**config.mk**
```make
export PLATFORM = sky130hd
export DESIGN_NAME = seq_ser_tx_flat
export DESIGN_NICKNAME = d
export VERILOG_FILES = /design/src/rtl/seq_det_pkg.sv /design/src/rtl/seq_ser_tx_if.sv /design/src/rtl/seq_ser_fifo.sv /design/src/rtl/seq_ser_tx.sv /design/src/flat_wrapper.sv
export SDC_FILE = /design/constraint.sdc
export NUM_CORES = 1
export LEC_CHECK = 0
export CAP_MARGIN = 10
export CORE_ASPECT_RATIO = 2
export CORE_MARGIN = 3
export CORE_UTILIZATION = 50
export DETAILED_ROUTE_END_ITERATION = 12
export PLACE_DENSITY = 0.7
export SYNTH_ARGS = -nofsm -noshare
export SYNTH_HDL_FRONTEND = slang
export SYNTH_SLANG_ARGS = --single-unit
export TNS_END_PERCENT = 20
```
**constraint.sdc**
```tcl
create_clock -name clk -period 2.75 [get_ports clk]
set_input_delay 0.55 -clock clk [delete_from_list [all_inputs] [get_ports clk]]
set_output_delay 0.55 -clock clk [all_outputs]
set_load 0.01 [all_outputs]
```
**src/rtl/seq_det_pkg.sv**
```systemverilog
// Shared types and constants for the serial transmitter slice.
package seq_det_pkg;

    localparam int SER_W = 8;

    typedef enum logic [0:0] {
        IDLE  = 1'b0,
        SHIFT = 1'b1
    } t_ser_state;

endpackage

```
**src/rtl/seq_ser_tx_if.sv**
```systemverilog
// Byte producer channel: valid/ready handshake carrying one SER_W-bit word.
interface seq_ser_tx_if;
    import seq_det_pkg::*;

    logic [SER_W-1:0] in_data;
    logic             in_valid;
    logic             in_ready;

    modport master (output in_data, output in_valid, input in_ready);
    modport slave  (input in_data, input in_valid, output in_ready);

endinterface

```
**src/rtl/seq_ser_fifo.sv**
```systemverilog
// Power-of-two byte FIFO with occupancy count; push ignored when full, pop ignored when empty.
module seq_ser_fifo #(
    parameter int DEPTH = 4,
    parameter int SER_W = 8
) (
    input  logic                   clk,
    input  logic                   rst_n,
    input  logic                   push,
    input  logic                   pop,
    input  logic [SER_W-1:0]       wdata,
    output logic [SER_W-1:0]       rdata,
    output logic                   full,
    output logic                   empty,
    output logic [$clog2(DEPTH):0] level
);
    localparam int AW = $clog2(DEPTH);

    logic [SER_W-1:0] mem_r [DEPTH];
    logic [AW-1:0]    wptr_r;
    logic [AW-1:0]    rptr_r;
    logic [AW:0]      level_r;
    logic             push_s;
    logic             pop_s;

    assign push_s = push && !full;
    assign pop_s  = pop && !empty;
    assign full   = (level_r == (AW+1)'(DEPTH));
    assign empty  = (level_r == (AW+1)'(0));
    assign level  = level_r;
    assign rdata  = mem_r[rptr_r];

    // Storage array; contents are don't-care until written, so no reset.
    always_ff @(posedge clk) begin
        if (push_s) begin
            mem_r[wptr_r] <= wdata;
        end
    end

    // Pointers wrap naturally at DEPTH; simultaneous push and pop keep level.
    always_ff @(posedge clk) begin
        if (!rst_n) begin
            wptr_r  <= AW'(0);
            rptr_r  <= AW'(0);
            level_r <= (AW+1)'(0);
        end else begin
            if (push_s) begin
                wptr_r <= wptr_r + AW'(1);
            end
            if (pop_s) begin
                rptr_r <= rptr_r + AW'(1);
            end
            case ({push_s, pop_s})
                2'b10:   level_r <= level_r + (AW+1)'(1);
                2'b01:   level_r <= level_r - (AW+1)'(1);
                default: level_r <= level_r;
            endcase
        end
    end

endmodule

```
**src/rtl/seq_ser_tx.sv**
```systemverilog
// Byte-to-serial transmitter, MSB first, back-to-back bytes without gap bits.
// Optional idle-cycle counter enabled by defining SEQ_SER_UNDERRUN_CNT_EN.
module seq_ser_tx
    import seq_det_pkg::*;
#(
    parameter int   DEPTH    = 4,
    parameter logic IDLE_BIT = 1'b0
) (
    input  logic                   clk,
    input  logic                   rst_n,
    seq_ser_tx_if.slave            in_if,
    output logic                   ser_data,
    output logic                   ser_valid,
    output logic [$clog2(DEPTH):0] fifo_level
`ifdef SEQ_SER_UNDERRUN_CNT_EN
    ,
    output logic [15:0]            underrun_cnt
`endif
);
    t_ser_state       state_r, state_s;
    logic [SER_W-1:0] sr_r, sr_s;
    logic [2:0]       bit_cnt_r, bit_cnt_s;
    logic [SER_W-1:0] head_s;
    logic             push_s, pop_s, full_s, empty_s;
    logic             rdy_en_r;
    logic             ser_data_r, ser_valid_r;

    // rdy_en_r keeps in_ready low through reset and until the first released edge.
    assign in_if.in_ready = rdy_en_r && !full_s;
    assign push_s         = in_if.in_valid && in_if.in_ready;
    assign ser_data       = ser_data_r;
    assign ser_valid      = ser_valid_r;

    seq_ser_fifo #(.DEPTH(DEPTH), .SER_W(SER_W)) u_fifo (
        .clk   (clk),
        .rst_n (rst_n),
        .push  (push_s),
        .pop   (pop_s),
        .wdata (in_if.in_data),
        .rdata (head_s),
        .full  (full_s),
        .empty (empty_s),
        .level (fifo_level)
    );

    // Next-state: load from FIFO head when idle or on the last bit of a byte.
    always_comb begin
        state_s   = state_r;
        sr_s      = sr_r;
        bit_cnt_s = bit_cnt_r;
        pop_s     = 1'b0;
        case (state_r)
            IDLE: begin
                if (!empty_s) begin
                    pop_s     = 1'b1;
                    sr_s      = head_s;
                    bit_cnt_s = 3'd0;
                    state_s   = SHIFT;
                end else begin
                    state_s   = IDLE;
                end
            end
            SHIFT: begin
                if (bit_cnt_r == 3'd7 && !empty_s) begin
                    pop_s     = 1'b1;
                    sr_s      = head_s;
                    bit_cnt_s = 3'd0;
                end else if (bit_cnt_r == 3'd7) begin
                    sr_s      = {sr_r[SER_W-2:0], 1'b0};
                    bit_cnt_s = 3'd0;
                    state_s   = IDLE;
                end else begin
                    sr_s      = {sr_r[SER_W-2:0], 1'b0};
                    bit_cnt_s = bit_cnt_r + 3'd1;
                end
            end
            default: begin
                state_s = IDLE;
            end
        endcase
    end

    // State, shift register and registered serial outputs.
    always_ff @(posedge clk) begin
        if (!rst_n) begin
            state_r     <= IDLE;
            sr_r        <= {SER_W{1'b0}};
            bit_cnt_r   <= 3'd0;
            rdy_en_r    <= 1'b0;
            ser_valid_r <= 1'b0;
            ser_data_r  <= IDLE_BIT;
        end else begin
            state_r     <= state_s;
            sr_r        <= sr_s;
            bit_cnt_r   <= bit_cnt_s;
            rdy_en_r    <= 1'b1;
            ser_valid_r <= (state_s == SHIFT);
            ser_data_r  <= (state_s == SHIFT) ? sr_s[SER_W-1] : IDLE_BIT;
        end
    end

`ifdef SEQ_SER_UNDERRUN_CNT_EN
    logic        seen_r;
    logic [15:0] urun_r;

    assign underrun_cnt = urun_r;

    // Saturating count of idle cycles once any byte has been accepted.
    always_ff @(posedge clk) begin
        if (!rst_n) begin
            seen_r <= 1'b0;
            urun_r <= 16'd0;
        end else begin
            if (push_s) begin
                seen_r <= 1'b1;
            end
            if (seen_r && state_r == IDLE && urun_r != 16'hFFFF) begin
                urun_r <= urun_r + 16'd1;
            end
        end
    end
`endif

endmodule

```
**src/flat_wrapper.sv**
```systemverilog
// flat-port wrapper written by rule: the top's interface ports become plain ports
module seq_ser_tx_flat import seq_det_pkg::*;
#(
    parameter int   DEPTH    = 4,
    parameter logic IDLE_BIT = 1'b0
)
  (clk, rst_n, ser_data, ser_valid, fifo_level, in_if_in_data, in_if_in_valid, in_if_in_ready);
  seq_ser_tx_if in_if_i ();
  input  logic clk;
  input  logic rst_n;
  output logic ser_data;
  output logic ser_valid;
  output logic [$clog2(DEPTH):0] fifo_level;
  input wire logic [$bits(in_if_i.in_data)-1:0] in_if_in_data;
  input wire logic [$bits(in_if_i.in_valid)-1:0] in_if_in_valid;
  output wire logic [$bits(in_if_i.in_ready)-1:0] in_if_in_ready;
  assign in_if_i.in_data = in_if_in_data;
  assign in_if_i.in_valid = in_if_in_valid;
  assign in_if_in_ready = in_if_i.in_ready;
  seq_ser_tx #(.DEPTH(DEPTH), .IDLE_BIT(IDLE_BIT)) u_core (.clk(clk), .rst_n(rst_n), .in_if(in_if_i), .ser_data(ser_data), .ser_valid(ser_valid), .fifo_level(fifo_level));
endmodule
```
* Word level (Yosys, flattened, before mapping)
Memory sizes are Yosys's and may differ from the RTL's. A register that Yosys moved wholly into a read port is not among the register bits.
Cells that the tools add are included.
** Word-level totals
- Register bits after elaboration :: 21
- Logic and storage cells :: 50
- Latch bits :: 0
- Bits in read-only memories :: 0
- Memories :: 1
- RAM bits :: 32
** Memory list
- u_core.u_fifo.mem_r :: depth 4, width 8, read ports 1, clocked after Yosys merged registers in 1, write ports 1, line seq_ser_fifo.sv:18 : logic [SER_W-1:0] mem_r [DEPTH];
** Cells by class
- $add $sub $neg :: 5
- Multiplexer cells :: 19
- Multiply operators :: 0
- Magnitude comparators :: 0
- Reduce and logical (&&, ||, !) cells :: 10
- Bitwise logic cells :: 1
- Shift-type cells :: 0
- Div/mod/pow operators :: 0
- Equal/unequal tests :: 5
** Operators by type and width (number)
- $mux W8 :: 2
- $pmux W8 S2 :: 1
- $pmux W3 S2 :: 2
- $mux W3 :: 3
- $mux W1 :: 7
- $add A3 B1 Y3 const B :: 2
- $eq A3 B3 Y1 const B :: 2
- $logic_and A1 B1 Y1 :: 5
- $add A2 B1 Y2 const B :: 2
- $mux W2 :: 2
- $pmux W1 S2 :: 2
- $logic_not A3 Y1 :: 1
- $sub A3 B1 Y3 const B :: 1
- $eq A2 B1 Y1 const B :: 1
- $eq A2 B2 Y1 const B :: 1
- $logic_not A1 Y1 :: 2
- $ne A2 B2 Y1 const B :: 1
- $reduce_and A2 Y1 :: 1
- $reduce_bool A2 Y1 :: 1
- $not A1 Y1 :: 1

* Depth between registers and ports, before layout
- Depth in word-level cells :: 8
- Depth in mapped cells :: 11

* Cells and area by module
A second synthesis with hierarchy kept.
** Second synthesis, totals
- Cells, all modules :: 152
- Area total of the unflattened synthesis :: 2214.6 µm²
** By module, submodules not included
- seq_ser_fifo :: times used 1, cells an instance 96, area an instance 1644.1 µm²
- seq_ser_tx :: times used 1, cells an instance 56, area an instance 570.5 µm²

* Worst setup path before layout
Ideal clock, no wire load.
- Path type :: reg2reg
- Start :: register u_core.u_fifo.level_r[2], in the netlist u_core.u_fifo.level[2]
- End :: register u_core.u_fifo.level_r[2], in the netlist u_core.u_fifo.level[2]
- Clock period less this slack :: 2.425 ns
- Path slack :: 0.325 ns
- Arrival :: 2.355 ns
- Cell stages (with the launch flop) :: 10
- Path through :: dfxtp_1 -> or3b_1 -> and3_1 -> inv_1 -> ha_1 -> inv_1 -> fa_1 -> xor2_1 -> or3_1 -> a21oi_1
** On the way
- Cells in the longest elaborated chain, start to end :: 8
- Elaborated cells on any way between the ends :: 18
** RTL lines
- start: declaration :: line seq_ser_fifo.sv:21 : logic [AW:0] level_r;
- start signal: assignment :: line seq_ser_fifo.sv:44 : level_r <= (AW+1)'(0);
- start signal: assignment :: line seq_ser_fifo.sv:53 : 2'b10: level_r <= level_r + (AW+1)'(1);
- start signal: assignment :: line seq_ser_fifo.sv:54 : 2'b01: level_r <= level_r - (AW+1)'(1);
- $logic_not A3 Y1 :: line seq_ser_fifo.sv:28 : assign empty = (level_r == (AW+1)'(0));
- $logic_not A1 Y1
- $logic_and A1 B1 Y1 :: line seq_ser_tx.sv:64 : if (bit_cnt_r == 3'd7 && !empty_s) begin
- $mux W1 :: line seq_ser_tx.sv:64
- $pmux W1 S2 :: line seq_ser_tx.sv:52 : case (state_r)
- $logic_and A1 B1 Y1 :: line seq_ser_fifo.sv:26 : assign pop_s = pop && !empty;
- $eq A2 B1 Y1 / $eq A2 B2 Y1 (equally long branches) :: line seq_ser_fifo.sv:52 : case ({push_s, pop_s})
- $pmux W3 S2 / $reduce_bool A2 Y1 (equally long branches)
Several ways; a longest one is shown, not always the timed one.
A chain may end at the register's enable or synchronous reset.

* Worst setup path in the final report
- Start :: register u_core.u_fifo.level_r[1], in the netlist u_core.u_fifo.level[1]
- End :: register u_core.u_fifo.level_r[2], in the netlist u_core.u_fifo.level[2]
The elaborated chain is that of the path after synthesis.

==> impl_metrics.toml <==
[placed_design]
place.gp.congestion = 0.7943
place_area_sq_um = 2472
hpwl_microns = 2894
dp_slack_ps = 125.2
port_buffers = 16

[routing]
vias = 1357
totalWireLength_microns = 3870
drt_first_pass_iters = 4
avgRoutedWirePerCell_microns = 16.33
ant_nets = 0
drc = 0
drtIter0Drc = 27
viasPerCell = 5.726

[timing]
slew_headroom_pct = 51.20
finalSetupViolCount = 0
rsz0062_at_grt = "false"
min_period_ps = 2506
clock_skew_ps = 13.12
hold_viol = 0
slew_viol_final = 0
tns_ps = 0
clock.fmax_mhz = 399.0
layout_setup_ws_ps = 243.9
post-route-period-util_pct = 91.13
worst_pin_slew_ps = 726.6

[floorplan]
die_width_microns = 53.52
die_h_microns = 101.0
io_pins = 17
dieArea_sq_um = 5408
fp.coreArea_sq_um = 4339
rows = 34
start_util_pct = 52.05

[power_and_ir_drop]
p_switching_w = 0.0007371
p_leak_nw = 0.8644
power_frac_seq_pct = 47.4
switching_share_pct = 31.87
ir_worst_vdd_v = 0.0007340
power.density_nw_per_um2 = 898.2
p_int_w = 0.001576
clkPwrFrac_pct = 19.8
combPwrFrac_pct = 32.9

[worst_setup_path]
timing.rr.end = "u_core.u_fifo.level[2]"
critical_path_required_ps = 2970
rrSetupSlack_ps = 240
critPathLaunch = "u_core.u_fifo.level[1]"
timing.rr.start = "u_core.u_fifo.level[1]"
critPathKind = "flop to flop"
cp.arrival_ps = 2730
crit_fanout = 8
endpoint = "u_core.u_fifo.level[2]"
startpoint_type = "flop"
r2r_cells = 9
critPathCaptureType = "flop"

[layout]
final_cell_area_sq_um = 2575
fill_cells = 373
final_nets = 201
syn_to_final_growth_pct = 14.02
n_antenna_cell = 0
drive_gt1_share_pct = 13.11

[synth]
async_flop_share_pct = 0
netlist_top_cells_count = "edfxtp_1 (32), dfxtp_1 (23), nand2_1 (14)"
synth_cell_types = 35
yosys_warnings = 0
netlist_instances = 162
synth-edff-count = 32
synth-main-ff-cell = "edfxtp_1"
avgSynthCellArea_sq_um = 13.94
yosysTopAreaCell = "edfxtp_1"
synth_top_cell_area_share_pct = 42.55
synth_area_sq_um = 2258
syn-num-nets = 181
netlist_top_cells_area = "edfxtp_1 (43%), dfxtp_1 (20%), mux4_2 (8.0%)"
ys_ff_latch = 55
yosysSeqAreaShare_pct = 62.94
synth.most_common_cell = "edfxtp_1"

[clock_network]
clk_pin_slew_ps = 90
cts.sinks = 55
cts_resized = 0
cts-root-buf = "clkbuf_8"
cts_setup_buffers = 0
htreeDepth = 2
clockBufferDepth = 2
holdBufCountCts = 0
cts_tree = "yes"
clock_latency_ps = 300
cts-buffers-inserted = 5

[global_route]
grt.total_usage_pct = 16.44
grt_pass1_vias = 1433
grt_pass1_wl_microns = 6465
gr-total-overflow = 0
grt_max_degree = 20
grt_antenna_before_repair = 0

[hold_path]
hold_class = "flop to flop"

[flow_run]
max-cap-violations = 0

[run_status]
outcome = "completed"
==> how the worst min path moves through the flow <==
| stage | from | endpoint | slack [ps] | depth (start not counted) |
|---|---|---|---|---|
| 2_1_floorplan | u_core.sr_r[7] | u_core.ser_data | 450 | 2 |
| 3_3_place_gp | u_core.sr_r[7] | u_core.sr_r[7] | 470 | 2 |
| 3_5_place_dp | u_core.u_fifo.rptr_r[1] | flop | 480 | 2 |
| 4_1_cts | u_core.sr_r[7] | u_core.ser_data | 500 | 2 |
| 5_1_grt | u_core.sr_r[7] | u_core.ser_data | 530 | 2 |
| 6_report | u_core.sr_r[7] | u_core.ser_data | 490 | 2 |
==> power by group through the flow <==
| stage | clock network (W) | registers, W | logic [W] |
|---|---|---|---|
| 2_1_floorplan | 0 | 0.00108 | 0.000578 |
| 3_3_place_gp | 0 | 0.00111 | 0.000708 |
| 3_5_place_dp | 0 | 0.00112 | 0.000753 |
| 4_1_cts | 0.000470 | 0.00110 | 0.000759 |
| 5_1_grt | 0.000504 | 0.00111 | 0.000831 |
| 6_report | 0.000457 | 0.00110 | 0.000761 |
==> state kept, by name (all words and copies together) (netlist names), named ones only <==
signal	count
u_core.sr_r	8
u_core.state_r	1
u_core.ser_data	1
u_core.u_fifo.wptr_r	2
u_core.u_fifo.rptr_r	2
u_core.u_fifo.level	3
u_core.bit_cnt_r	3
u_core.u_fifo.mem_r	32
u_core.rdy_en_r	1
==> kinds of logic after synthesis <==
logic type,count (synthesis),share of synthesized area (%)
fa+ha+maj,8,4.764
buf+inv,17,3.601
compound gates,31,10.14
xor+xnor,2,0.7758
simple gates,40,9.363
flops,55,62.94
mux,9,8.421
==> worst max-delay path, cell delays in order, from the launching register on <==
cell,delay (ps)
dfxtp_1,420
or3b_1,490
and3_1,270
inv_1,70
ha_1,170
inv_1,60
fa_1,370
xor2_1,150
or3_1,300
a21oi_1,140
==> layout by cell type (no fill, tap or decap) <==
cell,count
inv_1,9
a32oi_1,1
a31oi_1,2
dfxtp_1,23
nand2_1,13
or3b_1,1
xor2_1,2
clkbuf_1,1
nand2b_1,1
a31o_2,2
buf_4,4
clkbuf_8,7
nor4_4,1
nand2_2,1
o31ai_2,1
edfxtp_1,32
a21oi_1,7
nor2b_1,1
or4_1,1
mux4_2,8
ha_1,7
nand4_1,2
a221oi_1,6
or3_1,2
fa_1,1
a22oi_1,2
mux2i_1,1
and3_1,1
nand3_1,3
nor3_1,1
clkdlybuf4s50_1,16
and2_1,5
clkinv_1,1
o31ai_1,1
o21ai_0,3
nor2_1,7
a311oi_1,6
==> final cells by class <==
cell class                      count  area, sq um  area share [%]
Clock buffer                        8        100.1           3.887
Inverter                           10        37.54           1.458
Timing Repair Buffer               20        190.2           7.386
Multi-Input combinational cell     90        758.2           29.45
Sequential cell                    55         1421           55.20
Tap cell                           54        67.56           2.624
==> layer usage <==
metal,global-route usage [%],part of all wire (%),vias to the layer above
li1,-,-,654
met1,17.24,36,669
met2,30.18,59,30
met3,4.000,3.4,4
met4,5.709,1.2,0
met5,0,0,-
==> stage by stage <==
step	util (%)	hold WS (ps)	instances	power, W
global placement	56.98	468.0	229	0.001816
CTS	59.28	495.3	237	0.002330
detailed placement	56.98	484.1	229	0.001871
finish	59.34	489.1	237	0.002313
global route	59.34	532.7	237	0.002449
floorplan	-	448.9	162	0.001658
Power figures use the tool's default switching activity.
==> edit 1 (same flow settings) <==
`SER_W` is set to 8 in 2 places; all go to 10.
--- a/src/rtl/seq_det_pkg.sv
+++ b/src/rtl/seq_det_pkg.sv
@@ -1,7 +1,7 @@
 // Shared types and constants for the serial transmitter slice.
 package seq_det_pkg;
 
-    localparam int SER_W = 8;
+    localparam int SER_W = 10;
 
     typedef enum logic [0:0] {
         IDLE  = 1'b0,
--- a/src/rtl/seq_ser_fifo.sv
+++ b/src/rtl/seq_ser_fifo.sv
@@ -1,7 +1,7 @@
 // Power-of-two byte FIFO with occupancy count; push ignored when full, pop ignored when empty.
 module seq_ser_fifo #(
     parameter int DEPTH = 4,
-    parameter int SER_W = 8
+    parameter int SER_W = 10
 ) (
     input  logic                   clk,
     input  logic                   rst_n,
Interface: changed (resized in_if_in_data); port bits go from 17 to 19. The function was not compared with the original's and may differ.
==> edit 1 against the original RTL <==
  * Combinational power is 19% higher
  * Synthesized cell count is 12% higher
  * Final area is 21% higher
  * Worst setup slack worse by 58 ps
  * Synthesized area is 18% higher
  * Die area is 16% higher
  * Power is 31% higher
  * Routed wire length is 31% higher
  * Sequential cell count is 10 higher
  * Final cell count is 15% higher
  * Critical path depth is 2 higher
  * Largest cell class unchanged
==> edit 1: results <==
export IMPL_outcome="finished clean"
export IMPL_critPathTopFamily="adder cells"
export IMPL_instances_no_fill=272
export IMPL_layout_area_seq_um2=1700
export IMPL_nMultiInputCombCells=99
export IMPL_reg_top3="u_core.u_fifo.mem_r (40), u_core.sr_r (10)"
export IMPL_grt_pass1_vias=1735
export IMPL_synth_cell_type_count=38
export IMPL_routabilityCongestion=0.699
export IMPL_portBuffers=18
export IMPL_clk_share=0.0654
export IMPL_ir_worst_vdd_uv=860
export IMPL_dp_final_hpwl_um=3470
export IMPL_dp_slack_ps=20.4
export IMPL_n_clock_buffer=9
export IMPL_htree_levels=3
export IMPL_signal_buffers=25
export IMPL_critical_path_max_stage_delay_ps=410
export IMPL_critPathMaxFanout=5
export IMPL_synthCells=182
export IMPL_fillers=383
export IMPL_synth_edf_count=40
export IMPL_crit_start="u_core.bit_cnt_r[0]"
export IMPL_met1_length_um=1790
export IMPL_met2_usage=0.328
export IMPL_dr_first_iter_drc_count=70
export IMPL_fin_skew_ps=11.3
export IMPL_grtUsageTotal=0.183
export IMPL_synth_mux_area_frac=0.0882
export IMPL_yosys_area_share_xor_xnor=0.00657
export IMPL_syn_nets=203
export IMPL_grt_pass1_wl_um=8250
export IMPL_drt_wirelength_per_cell_um=18.6
-- edit 1: where the power goes --
group          leakage (nW)  switching, mW  internal (mW)
registers             0.568          0.126           1.17
clock network        0.0960          0.390          0.425
logic                 0.373          0.484          0.424
-- edit 1: through the flow --
stage                     hold slack [ps]  instance area, um2
final                                 502                3120
after CTS                             503                3120
after global placement                470                2920
after global routing                  533                3120
after floorplan                       453                2670
after detailed placement              473                2920
-- edit 1: worst reg2reg max path, stage by stage (launching register included) --
cell and delay [ps]:
dfxtp_1 350, ha_1 160, ha_1 240, nand2b_1 240, nand2_1 100, inv_1 70, ha_1 180, inv_1 70
fa_1 380, xor2_1 160, or3_2 410, a21oi_1 140
-- edit 1: worst paths after layout --
path,to,slack (ps),cells past startpoint
worst max-delay path,u_core.u_fifo.level[2],190,11
worst min-delay path,u_core.sr_r[8],500,2
worst min register to register,u_core.sr_r[8],500,2
worst max register to register,u_core.u_fifo.level[2],190,11
==> edit 2 (same settings) <==
Made on the original files. Put a register stage on the output `fifo_level`, with the module's reset. The value now appears one clock later. The other outputs are not delayed to match.
--- a/src/rtl/seq_ser_tx.sv
+++ b/src/rtl/seq_ser_tx.sv
@@ -17,6 +17,8 @@
     output logic [15:0]            underrun_cnt
 `endif
 );
+
+    logic [$clog2(DEPTH):0] fifo_level_d;
     t_ser_state       state_r, state_s;
     logic [SER_W-1:0] sr_r, sr_s;
     logic [2:0]       bit_cnt_r, bit_cnt_s;
@@ -40,7 +42,7 @@
         .rdata (head_s),
         .full  (full_s),
         .empty (empty_s),
-        .level (fifo_level)
+        .level (fifo_level_d)
     );
 
     // Next-state: load from FIFO head when idle or on the last bit of a byte.
@@ -121,5 +123,13 @@
     end
 `endif
 
+    always_ff @(posedge clk) begin
+        if (!rst_n) begin
+            fifo_level <= '0;
+        end else begin
+            fifo_level <= fifo_level_d;
+        end
+    end
+
 endmodule
 
Formal check against the unedited RTL: not equivalent (a bounded check fails within 4 cycles, from zero or initial values and one cycle with rst_n low).
==> edit 2 against the original RTL <==
  * Synthesized area rose by 3.3%
  * Routed wire length rose by 7.1%
  * First-iteration DRC count rose by 15%
  * Worst setup slack got worse by 48 ps
  * Power rose by 21%
  * Final area rose by 7.8%
  * Clock power rose by 100%
  * Sequential cell count rose by 3
  * Clock skew fell by 4.4 ps
  * Critical path type unchanged
  * Highest routed layer unchanged
==> edit 2: results <==
export IMPL_outcome="finished clean"
export IMPL_netlist_top_cells_count="edfxtp_1, dfxtp_1, nand2_1"
export IMPL_synth_compound_area_frac=0.102
export IMPL_crit_start="u_core.u_fifo.level[0]"
export IMPL_met1_length_um=1560
export IMPL_synth_edf_count=32
export IMPL_dp_cells=233
export IMPL_nets=209
export IMPL_post_cts_buffers=0
export IMPL_synth_mux_area_frac=0.0815
export IMPL_fmax_ghz=0.391
export IMPL_grt_pass1_wl_um=6930
export IMPL_critPathMaxFanout=7
export IMPL_reg2reg_depth=9
export IMPL_syn_nets=186
export IMPL_reg2reg_slack_ps=200
export IMPL_grt_pass1_vias=1502
export IMPL_grtUsageTotal=0.181
export IMPL_dp_final_hpwl_um=2940
export IMPL_layout_drive_gt1_share=0.159
export IMPL_grt_max_degree=19
export IMPL_fin_skew_ps=8.68
export IMPL_met3_length_um=160
export IMPL_synthAdderAreaFrac=0.0461
export IMPL_synth_cell_type_count=34
export IMPL_cts_buffer_depth=2
export IMPL_wl_met2_um=2320
export IMPL_portBuffers=16
export IMPL_cts_clk_slew_worst_paths_ps=60
export IMPL_htree_levels=3
export IMPL_ir_worst_vdd_uv=797
export IMPL_power_leakage_nw=0.958
export IMPL_insertion_delay_ps=330
export IMPL_placed_area_um2=2540
export IMPL_fillers=368
export IMPL_cts_buffers=9
export IMPL_dr_first_iter_drc_count=31
export IMPL_synth_area_per_cell_um2=14.0
export IMPL_dp_slack_ps=106
export IMPL_critical_path_max_stage_delay_ps=500
export IMPL_met2_usage=0.305
export IMPL_grt_use_met1=0.182
export IMPL_worst_pin_slew_ps=840
export IMPL_dieArea_um2=5570
export IMPL_ys_seq_area_frac=0.635
export IMPL_routed_wl_um=4150
export IMPL_critPathArrivalTime_ps=2810
export IMPL_viasPerCell=5.71
export IMPL_vias=1423
export IMPL_synthTopCellsByArea="edfxtp_1, dfxtp_1, mux4_2"
export IMPL_grt_util_met3=0.0637
export IMPL_overflow=0
export IMPL_worstReg2RegEnd="u_core.u_fifo.level[2]"
export IMPL_routabilityCongestion=0.777
export IMPL_endpoint_kind="flip-flop"
export IMPL_num_antenna_cells=0
export IMPL_yosys_area_share_xor_xnor=0.00751
export IMPL_cts_root_buf="clkbuf_8"
edit 2: cell types whose count changed after synthesis, moves of 2 or more:
cell / change
dfxtp_1: +3
a21oi_1: +2
a31oi_1: -2
nor2_1: +2
edit 2: worst min path at each step:
stage                               from             end  slack (ps)  cells after the start
after floorplan           u_core.sr_r[0]  u_core.sr_r[0]         450                      2
after global placement    u_core.sr_r[0]  u_core.sr_r[0]         480                      2
after detailed placement  u_core.sr_r[3]  u_core.sr_r[4]         490                      2
after CTS                 u_core.sr_r[5]  u_core.sr_r[5]         500                      2
after global routing      u_core.sr_r[2]  u_core.sr_r[3]         540                      2
final                     u_core.sr_r[5]  u_core.sr_r[5]         500                      2
edit 2: worst max-delay path, delay by kind of cell, from the launching register on:
kind	cells	cell delay (ps)
fa+ha+maj	2	570
xor+xnor	1	150
buf+inv	2	150
compound gates	1	140
flops	1	400
simple gates	3	1060
edit 2: area by class of cell:
type	instances	area (um2)	area share
multi-input cells	92	769	0.277
inverters	9	33.8	0.0122
repair buffers	20	190	0.0685
flip-flops and latches	58	1480	0.534
well taps	54	67.6	0.0243
clock buffers	10	128	0.0460
clock inverters	6	105	0.0379
edit 2: where the power goes:
group / total, mW / switching (mW) / internal, mW
registers: 1.16 / 0.120 / 1.04
logic: 0.727 / 0.385 / 0.343
clock network: 0.914 / 0.317 / 0.597
total: 2.81 / 0.822 / 1.98
edit 2: cell families (layout without fill, tap and decap cells):
family | Yosys count | in the layout
XOR/XNOR | 2 | 2
flip-flops | 58 | 58
AND/OR/NAND/NOR | 41 | 41
multiplexers | 9 | 9
buffers and inverters | 17 | 45
AO/OA/AOI/OAI | 32 | 32
adder cells (fa/ha/maj) | 8 | 8
